<file path="config.mk">
export PLATFORM = sky130hd
export DESIGN_NAME = layer_2_conv
export DESIGN_NICKNAME = d
export VERILOG_FILES = /design/src/rtl/layer_2_conv.sv
export SDC_FILE = /design/constraint.sdc
export NUM_CORES = 2
export LEC_CHECK = 0
export ABC_AREA = 1
export CAP_MARGIN = 10
export CORE_MARGIN = 5
export CORE_UTILIZATION = 45
export CTS_BUF_LIST = sky130_fd_sc_hd__clkbuf_2 sky130_fd_sc_hd__clkbuf_4 sky130_fd_sc_hd__clkbuf_8
export CTS_CLUSTER_SIZE = 24
export DETAILED_ROUTE_END_ITERATION = 16
export GPL_ROUTABILITY_DRIVEN = 0
export PLACE_DENSITY_LB_ADDON = 0.15
export SKIP_LAST_GASP = 1
export SLEW_MARGIN = 15
export SYNTH_ARGS = -nofsm -noshare
export SYNTH_HDL_FRONTEND = slang
export SYNTH_SLANG_ARGS = --single-unit
</file>
<file path="constraint.sdc">
create_clock -name clk -period 10.8 [get_ports clk]
set_input_delay 2.16 -clock clk [delete_from_list [all_inputs] [get_ports clk]]
set_output_delay 2.16 -clock clk [all_outputs]
set_load 0.05 [all_outputs]
</file>
<file path="src/rtl/layer_2_conv.sv">
// layer_2_conv: second convolution stage. Buffers one 3x3 window of two signed
// 18-bit Q.10 channels from layer 1, runs NUM_FILT filters over it using an
// external synchronous weight ROM, and emits one ReLU'd, saturated result per filter.
// Ports: clk/rst (async active-high), tx_done (sync frame clear), din_0/din_1/din_vld
// (tap input), bsy (to layer-1 bsy_in), wgt_addr/wgt_0/wgt_1 (weight ROM, 1-cycle read),
// bsy_in (downstream stall), dout/dout_ch/dout_vld (result strobe).
// Optional: define L2_CONV_BIAS_EN to add the signed 18-bit per-filter bias input.
module layer_2_conv #(
  parameter int NUM_FILT  = 4,
  parameter int FRAC_BITS = 10,
  parameter int ACC_W     = 40,
  parameter int WADDR_W   = 8,
  localparam int CH_W     = (NUM_FILT > 1) ? $clog2(NUM_FILT) : 1
) (
  input  logic               clk,
  input  logic               rst,
  input  logic               tx_done,
  input  logic [17:0]        din_0,
  input  logic [17:0]        din_1,
  input  logic               din_vld,
  output logic               bsy,
  output logic [WADDR_W-1:0] wgt_addr,
  input  logic [17:0]        wgt_0,
  input  logic [17:0]        wgt_1,
`ifdef L2_CONV_BIAS_EN
  input  logic [17:0]        bias,
`endif
  input  logic               bsy_in,
  output logic [17:0]        dout,
  output logic [CH_W-1:0]    dout_ch,
  output logic               dout_vld
);

  typedef enum logic [1:0] {CAPT, MAC, LAST, OUT} state_t;

  localparam logic signed [ACC_W-1:0] RES_MAX = ACC_W'(131071);

  state_t                    state_q, state_d;
  logic [3:0]                tap_q, tap_d;
  logic [CH_W-1:0]           filt_q, filt_d;
  logic signed [ACC_W-1:0]   acc_q, acc_d;
  logic [17:0]               res_q, res_d;
  logic                      bsy_q, bsy_d;
  logic [WADDR_W-1:0]        waddr_q, waddr_d;
  logic [17:0]               dout_q, dout_d;
  logic [CH_W-1:0]           dout_ch_q, dout_ch_d;
  logic                      dout_vld_q, dout_vld_d;
  logic                      cap_en;

  logic [17:0]               buf0_q [9];
  logic [17:0]               buf1_q [9];

  logic [3:0]                mac_idx;
  logic signed [35:0]        prod0, prod1;
  logic signed [ACC_W-1:0]   mac_sum;
  logic signed [ACC_W-1:0]   preload;
  logic signed [ACC_W-1:0]   acc_shr;

  // Weights arrive one cycle after their address, so MAC cycle k consumes tap k-1
  // and LAST consumes tap 8.
  assign mac_idx = (state_q == MAC && tap_q != 4'd0) ? tap_q - 4'd1 : 4'd8;
  assign prod0   = $signed(buf0_q[mac_idx]) * $signed(wgt_0);
  assign prod1   = $signed(buf1_q[mac_idx]) * $signed(wgt_1);
  assign mac_sum = {{(ACC_W-36){prod0[35]}}, prod0} + {{(ACC_W-36){prod1[35]}}, prod1};

`ifdef L2_CONV_BIAS_EN
  // Bias is in the data format, so align it with the Q.20 product sum.
  assign preload = {{(ACC_W-18){bias[17]}}, bias} << FRAC_BITS;
`else
  assign preload = '0;
`endif

  always_comb begin
    state_d    = state_q;
    tap_d      = tap_q;
    filt_d     = filt_q;
    acc_d      = acc_q;
    res_d      = res_q;
    waddr_d    = waddr_q;
    dout_d     = dout_q;
    dout_ch_d  = dout_ch_q;
    dout_vld_d = 1'b0;
    cap_en     = 1'b0;
    acc_shr    = '0;
    bsy_d      = bsy_q;

    if (tx_done) begin
      // Frame clear: drop the window (and any coincident tap) without a strobe.
      state_d   = CAPT;
      tap_d     = '0;
      filt_d    = '0;
      acc_d     = '0;
      res_d     = '0;
      waddr_d   = '0;
      dout_d    = '0;
      dout_ch_d = '0;
    end else begin
      case (state_q)
        CAPT: begin
          if (din_vld) begin
            cap_en = 1'b1;
            if (tap_q == 4'd8) begin
              tap_d   = '0;
              filt_d  = '0;
              waddr_d = '0;
              state_d = MAC;
            end else begin
              tap_d = tap_q + 4'd1;
            end
          end
        end
        MAC: begin
          if (tap_q == 4'd0) begin
            acc_d = preload;
          end else begin
            acc_d = acc_q + mac_sum;
          end
          if (tap_q == 4'd8) begin
            tap_d   = '0;
            state_d = LAST;
          end else begin
            tap_d   = tap_q + 4'd1;
            waddr_d = waddr_q + WADDR_W'(1);
          end
        end
        LAST: begin
          acc_d   = acc_q + mac_sum;
          acc_shr = acc_d >>> FRAC_BITS;
          if (acc_shr[ACC_W-1]) begin
            res_d = '0;
          end else if (acc_shr > RES_MAX) begin
            res_d = 18'h1FFFF;
          end else begin
            res_d = acc_shr[17:0];
          end
          state_d = OUT;
        end
        OUT: begin
          // Hold res until downstream accepts; the filter only advances on a strobe.
          if (!bsy_in) begin
            dout_d     = res_q;
            dout_ch_d  = filt_q;
            dout_vld_d = 1'b1;
            if (filt_q == CH_W'(NUM_FILT - 1)) begin
              filt_d  = '0;
              state_d = CAPT;
            end else begin
              filt_d  = filt_q + CH_W'(1);
              waddr_d = WADDR_W'((32'(filt_q) + 1) * 9);
              state_d = MAC;
            end
          end
        end
        default: state_d = CAPT;
      endcase
    end

    // Registered from the next state so bsy is already high in the cycle after
    // tap 8 is captured, when layer 1 samples it.
    bsy_d = (state_d != CAPT);
  end

  always_ff @(posedge clk or posedge rst) begin
    if (rst) begin
      state_q    <= CAPT;
      tap_q      <= '0;
      filt_q     <= '0;
      acc_q      <= '0;
      res_q      <= '0;
      bsy_q      <= 1'b0;
      waddr_q    <= '0;
      dout_q     <= '0;
      dout_ch_q  <= '0;
      dout_vld_q <= 1'b0;
    end else begin
      state_q    <= state_d;
      tap_q      <= tap_d;
      filt_q     <= filt_d;
      acc_q      <= acc_d;
      res_q      <= res_d;
      bsy_q      <= bsy_d;
      waddr_q    <= waddr_d;
      dout_q     <= dout_d;
      dout_ch_q  <= dout_ch_d;
      dout_vld_q <= dout_vld_d;
    end
  end

  // Window buffer carries no reset: it is always fully rewritten before use.
  always_ff @(posedge clk) begin
    if (cap_en) begin
      buf0_q[tap_q] <= din_0;
      buf1_q[tap_q] <= din_1;
    end
  end

  assign bsy      = bsy_q;
  assign wgt_addr = waddr_q;
  assign dout     = dout_q;
  assign dout_ch  = dout_ch_q;
  assign dout_vld = dout_vld_q;

endmodule

</file>
# After elaboration in Yosys (flattened, before gate mapping)
# Memory sizes are Yosys's and may differ from the RTL's.
# Index checks and enable logic that the tools add are counted.
# totals
regBits,96
latch_bits,0
ram_bits,324
mem_bits_ro,0
input_bits,77
output_inout_bits,30
mem_count,2
# mem_list
name,depth,width,read_ports,rd_ports_with_merged_regs,write_ports,line_no,text
buf0_q,9,18,1,0,1,50,logic [17:0] buf0_q [9];
buf1_q,9,18,1,0,1,51,logic [17:0] buf1_q [9];
# classes
n_addsub,7
multipliers,3
div,0
n_lt_le_gt_ge,1
n_eq_ne,11
shifts,0
muxes,46
bitwise_logic,0
n_reduce_logical,15
# op_table
cell,n
two-way mux 18 bit,7
two-way mux 40 bit,2
one-hot mux 40 bit (2 select lines),1
multiplier 18 x 18 -> 36 bit,2
two-way mux 8 bit,6
adder 40 x 37 -> 40 bit,1
adder 36 x 36 -> 37 bit,1
> comparator 30 x 18 -> 1 bit (second input constant),1
two-way mux 2 bit,13
one-hot mux 8 bit (3 select lines),1
two-way mux 4 bit,4
inequality test 3 bit (second input constant),5
two-way mux 1 bit,9
nonzero test 3 bit,3
adder 8 x 1 -> 8 bit (second input constant),1
one-hot mux 2 bit (4 select lines),1
one-hot mux 4 bit (2 select lines),1
nonzero test 4 bit,2
multiplier 3 x 4 -> 7 bit (second input constant),1
== test 2 bit (second input constant),3
AND reduction 6 bit,1
nonzero test 2 bit,3
adder 4 x 1 -> 4 bit (second input constant),1
== test 4 bit (second input constant),1
other kinds (11),12

# Longest topological paths before layout
# An unclocked memory read counts as a cell.
# logic_depth
depth_word,12
depth_mapped,54
depth_no_buf,48

# Least setup slack after synthesis
# Ideal clock, no wire load.
# synth_path
kind,flip-flop to flip-flop
start,register tap_q[0]
end,register res_q[7]
setup_time_ns,0.116
t_arrival_ns,9.297
t_required_ns,10.684
setup_slack_ns,1.387
stages_incl_launch_ff,46
path_buffers,6
path_cell_list,dfrtp_1 -> inv_2 -> clkbuf_1 -> clkbuf_1 -> ha_1 -> inv_2 -> nor3_2 -> inv_2 -> o21ai_2 -> nand2_2 -> inv_2 -> buf_6 -> buf_6 -> a221oi_1 -> o211ai_1 -> o21a_1 -> buf_4 -> nand2_1 -> [... 10 more ...] -> inv_1 -> fa_1 -> inv_1 -> ha_1 -> inv_1 -> nor3_1 -> nand2_1 -> nor2_1 -> nand3_1 -> nand3_1 -> xor2_1 -> nor2_1 -> nand4_1 -> nand2_2 -> buf_4 -> nand2_1 -> nand2_1 -> nand2_1
# synth_via
elab_chain_len,12
elab_cells_between_ends,15
cone_classes,3 x add/sub; 2 x mul; 1 x order compare; 5 x mux; 2 x reduce/logical; 2 x memory
# synth_rtl
item,line_no,text
"start, declared",39,"logic [3:0] tap_q, tap_d;"
"start signal, assigned",177,tap_q <= tap_d;
"parallel branches: the longest is 2 deep, another holds subtractor 4 x 1 -> 4 bit",-,
two-way mux 4 bit (*),61,assign mac_idx = (state_q == MAC && tap_q != 4'd0) ? tap_q - 4'd1 : 4'd8;
"memory read (9 x 18 bit), on equally long branches",-,
"multiplier 18 x 18 -> 36 bit, on equally long branches","62, 63",
adder 36 x 36 -> 37 bit (*),64,"assign mac_sum = {{(ACC_W-36){prod0[35]}}, prod0} + {{(ACC_W-36){prod1[35]}}, prod1};"
adder 40 x 37 -> 40 bit (*),127,acc_d = acc_q + mac_sum;
> comparator 30 x 18 -> 1 bit,131,end else if (acc_shr > RES_MAX) begin
two-way mux 18 bit,131,
two-way mux 18 bit (*),129,if (acc_shr[ACC_W-1]) begin
two-way mux 18 bit (*),98,case (state_q)
two-way mux 18 bit (*),87,if (tx_done) begin
"end signal, assigned",180,res_q <= res_d;
"end, declared",42,"logic [17:0] res_q, res_d;"
# Every way passes the cells marked *. The select of a mux whose other input is x is not followed.
# A chain may end at the register's enable or synchronous reset.

# Worst setup path after layout
# layout_path
start,register tap_q[0]
end,register res_q[12]
# The elaborated chain is that of the path after synthesis.

==> results_dict.tcl <==
set metrics [dict create \
    rsz0062_at_grt "false" \
    wl_um 123300 \
    ys.flop_type "edfxtp_1" \
    drive_gt1_frac 0.08281 \
    wl_per_cell_um 21.41 \
    synthMuxAreaShare 0.009368 \
    tns_ns 0 \
    tightest_slew_ns 1.036 \
    die-area_um2 102500 \
    most-common-layout-cells "960 x inv_1, 789 x fa_1, 747 x nand2_1" \
    grt_max_degree 70 \
    end_kind "flop" \
    critical_path.slowest_cell "fa_1" \
    die_h_um 320.1 \
    grt_pass1_vias 31890 \
    drtIter0Drc 2313 \
    grt_pass1_wl_um 195200 \
    outcome "complete, no violations" \
    syn_inst 4289 \
    port_buffers 106 \
    setup.worst_path.class "flop to flop" \
    clk_pin_slew_ns 0.06 \
    antenna_found_initial 3 \
    critPathLaunchType "flop" \
    yosysTopAreaCell "fa_1" \
    cts_tree "done" \
    synth_seq_cells 420 \
    cp_max_fo 44 \
    root_buffer "clkbuf_8" \
    synth_edf_count 324 \
    area_growth_pct 10.26 \
    boundaryPins 107 \
    num_rows 113 \
    max_freq_mhz 97.77 \
    core_area_um2 95290 \
    drc_errors 0 \
    max_cap_viol_count 0 \
    yosys.area.top_type_share 0.3650 \
    min_period_ns 10.23 \
    min_period_over_period 0.9470 \
    clock-sinks 420 \
    routed_via_density 5.205 \
    yosysUniqueCellTypes 55 \
    cts_buffer_depth 3 \
    clock_skew_ns 0.03874 \
    track_usage 0.2474 \
    syn_area_um2 43270 \
    final_common_cell "inv_1" \
    num_vias 29980 \
    synthAdderAreaFrac 0.4162 \
    hold_viol_final 0 \
    path_buf_inv 11 \
    htree_levels 3 \
    relSlewSlack 0.3093 \
    ys_seq_area_frac 0.2803 \
    die_w_um 320.1 \
    hold_path_class "flop to flop" \
    cts-buffers-inserted 75 \
    synth_area_leaders "fa_1 37%, edfxtp_1 22%, inv_1 8.3%, nand2_1 6.5%, dfrtp_1 5.6%" \
    setup_viol 0 \
    start_util 0.4541 \
    ant_nets 0 \
    syn_nets 5332 \
    nNetsFinal 5478 \
    grt_overflow 0 \
    cpPeakStageDelay_ns 0.63 \
    synth_simple_gate_area_frac 0.1246 \
    crit_top_cell "fa_1" \
    slew_violations 0 \
    synth.avg_cell_area_um2 10.09 \
    synth_top_family_by_area "adder cells" \
    synthXorXnorAreaFrac 0.007864 \
    dp_hpwl_um 99040 \
    critPathRequiredTime_ns 11.40 \
    synthArstFlopShare 0.2286 \
    yosys_warnings 0 \
    cp_data_arrival_time_ns 10.83 \
    cp_top_family "adder cells" \
    post_cts_buffers 0 \
    worstSkewPairLatency_ns 0.68 \
    drtPass1Iterations 6 \
    synth-compound-area-share 0.05525 \
]
## metrics by stage
| stage | worst slack (ns) | cells | hold slack (ns) | utilization | area, um2 |
|---|---|---|---|---|---|
| 3_5_place_dp | 0.3762 | 5623 | 0.4635 | 0.4845 | 46170 |
| 6_report | 0.5720 | 5760 | 0.4774 | 0.5007 | 47720 |
| 2_1_floorplan | 1.387 | 4289 | 0.4422 | - | 43270 |
| 3_3_place_gp | 0.2932 | 5623 | 0.4706 | 0.4845 | 46170 |
| 4_1_cts | 0.4241 | 5757 | 0.4871 | 0.5003 | 47680 |
| 5_1_grt | 0.04427 | 5758 | 0.4997 | 0.5007 | 47710 |
## state kept, by name, indices dropped and copies added, names as in the netlist
register and count:
dout_vld 1, filt_q 2, tap_q 4, dout_ch 2, state_q 2, dout 18
acc_q 40, res_q 18, buf1_q 162, wgt_addr 8, bsy 1, buf0_q 162
## synthesized netlist by cell type (7+ instances only)
| master | count |
|---|---|
| inv_1 | 961 |
| o221ai_1 | 34 |
| a221o_1 | 34 |
| nor3_1 | 16 |
| nor2_1 | 384 |
| fa_1 | 789 |
| ha_1 | 177 |
| a21oi_1 | 40 |
| inv_2 | 35 |
| xnor2_1 | 21 |
| clkinv_1 | 8 |
| inv_4 | 7 |
| o211ai_1 | 39 |
| dfrtp_1 | 96 |
| o21ai_0 | 66 |
| nand3_1 | 164 |
| a32o_1 | 7 |
| clkbuf_1 | 81 |
| nand2_1 | 747 |
| a221oi_1 | 35 |
| xor2_1 | 16 |
| o21ai_2 | 29 |
| buf_1 | 11 |
| buf_4 | 19 |
| mux2_2 | 13 |
| edfxtp_1 | 324 |
| o21ai_1 | 7 |
| mux2_1 | 15 |
| buf_2 | 36 |
| buf_6 | 11 |
## path summary, 6_finish.rpt
| kind | endpoint | slack, ns | from | cells after the start |
|---|---|---|---|---|
| min in group asynchronous | acc_q[37] | 1.85 | rst | 2 |
| max | res_q[12] | 0.57 | tap_q[0] | 42 |
| max reg2reg | res_q[12] | 0.57 | tap_q[0] | 42 |
| min | dout[10] | 0.48 | res_q[10] | 2 |
| min reg2reg | dout[10] | 0.48 | res_q[10] | 2 |
| max in group asynchronous | state_q[0] | 7.77 | rst | 3 |
## logic make-up after synthesis
logic type / Yosys count
buf+inv: 1169
fa+ha+maj: 966
flops: 420
xor+xnor: 38
simple gates: 1342
compound gates: 320
mux: 34
## metal layers
layer / global-route usage / part of all wire
met1: 0.3839 / 0.47
met2: 0.3646 / 0.43
met3: 0.04010 / 0.075
met4: 0.06513 / 0.029
met5: 0 / 0
## timing repair
action | CTS | global route
gates resized for setup | 0 | 7
setup endpoints to repair | 0 | 17
hold buffers | 0 | 0
## worst min-delay path: cells and delay by family (launching register included)
kind / cells / cell delay, ns
DFF: 1 / 0.34
and+or+nand+nor: 2 / 0.11
## final cells by class
type,count,area (um2)
clock inverters,32,231.5
flip-flops and latches,420,12130
fillers,8917,47580
repair buffers,227,2036
clock buffers,102,1279
inverters,1011,3820
diodes,3,7.507
multi-input cells,2700,26630
well taps,1265,1583
Power is left out: the tool's default activity adds up to more than one toggle a clock period on the data nets, which glitch-free logic cannot reach.
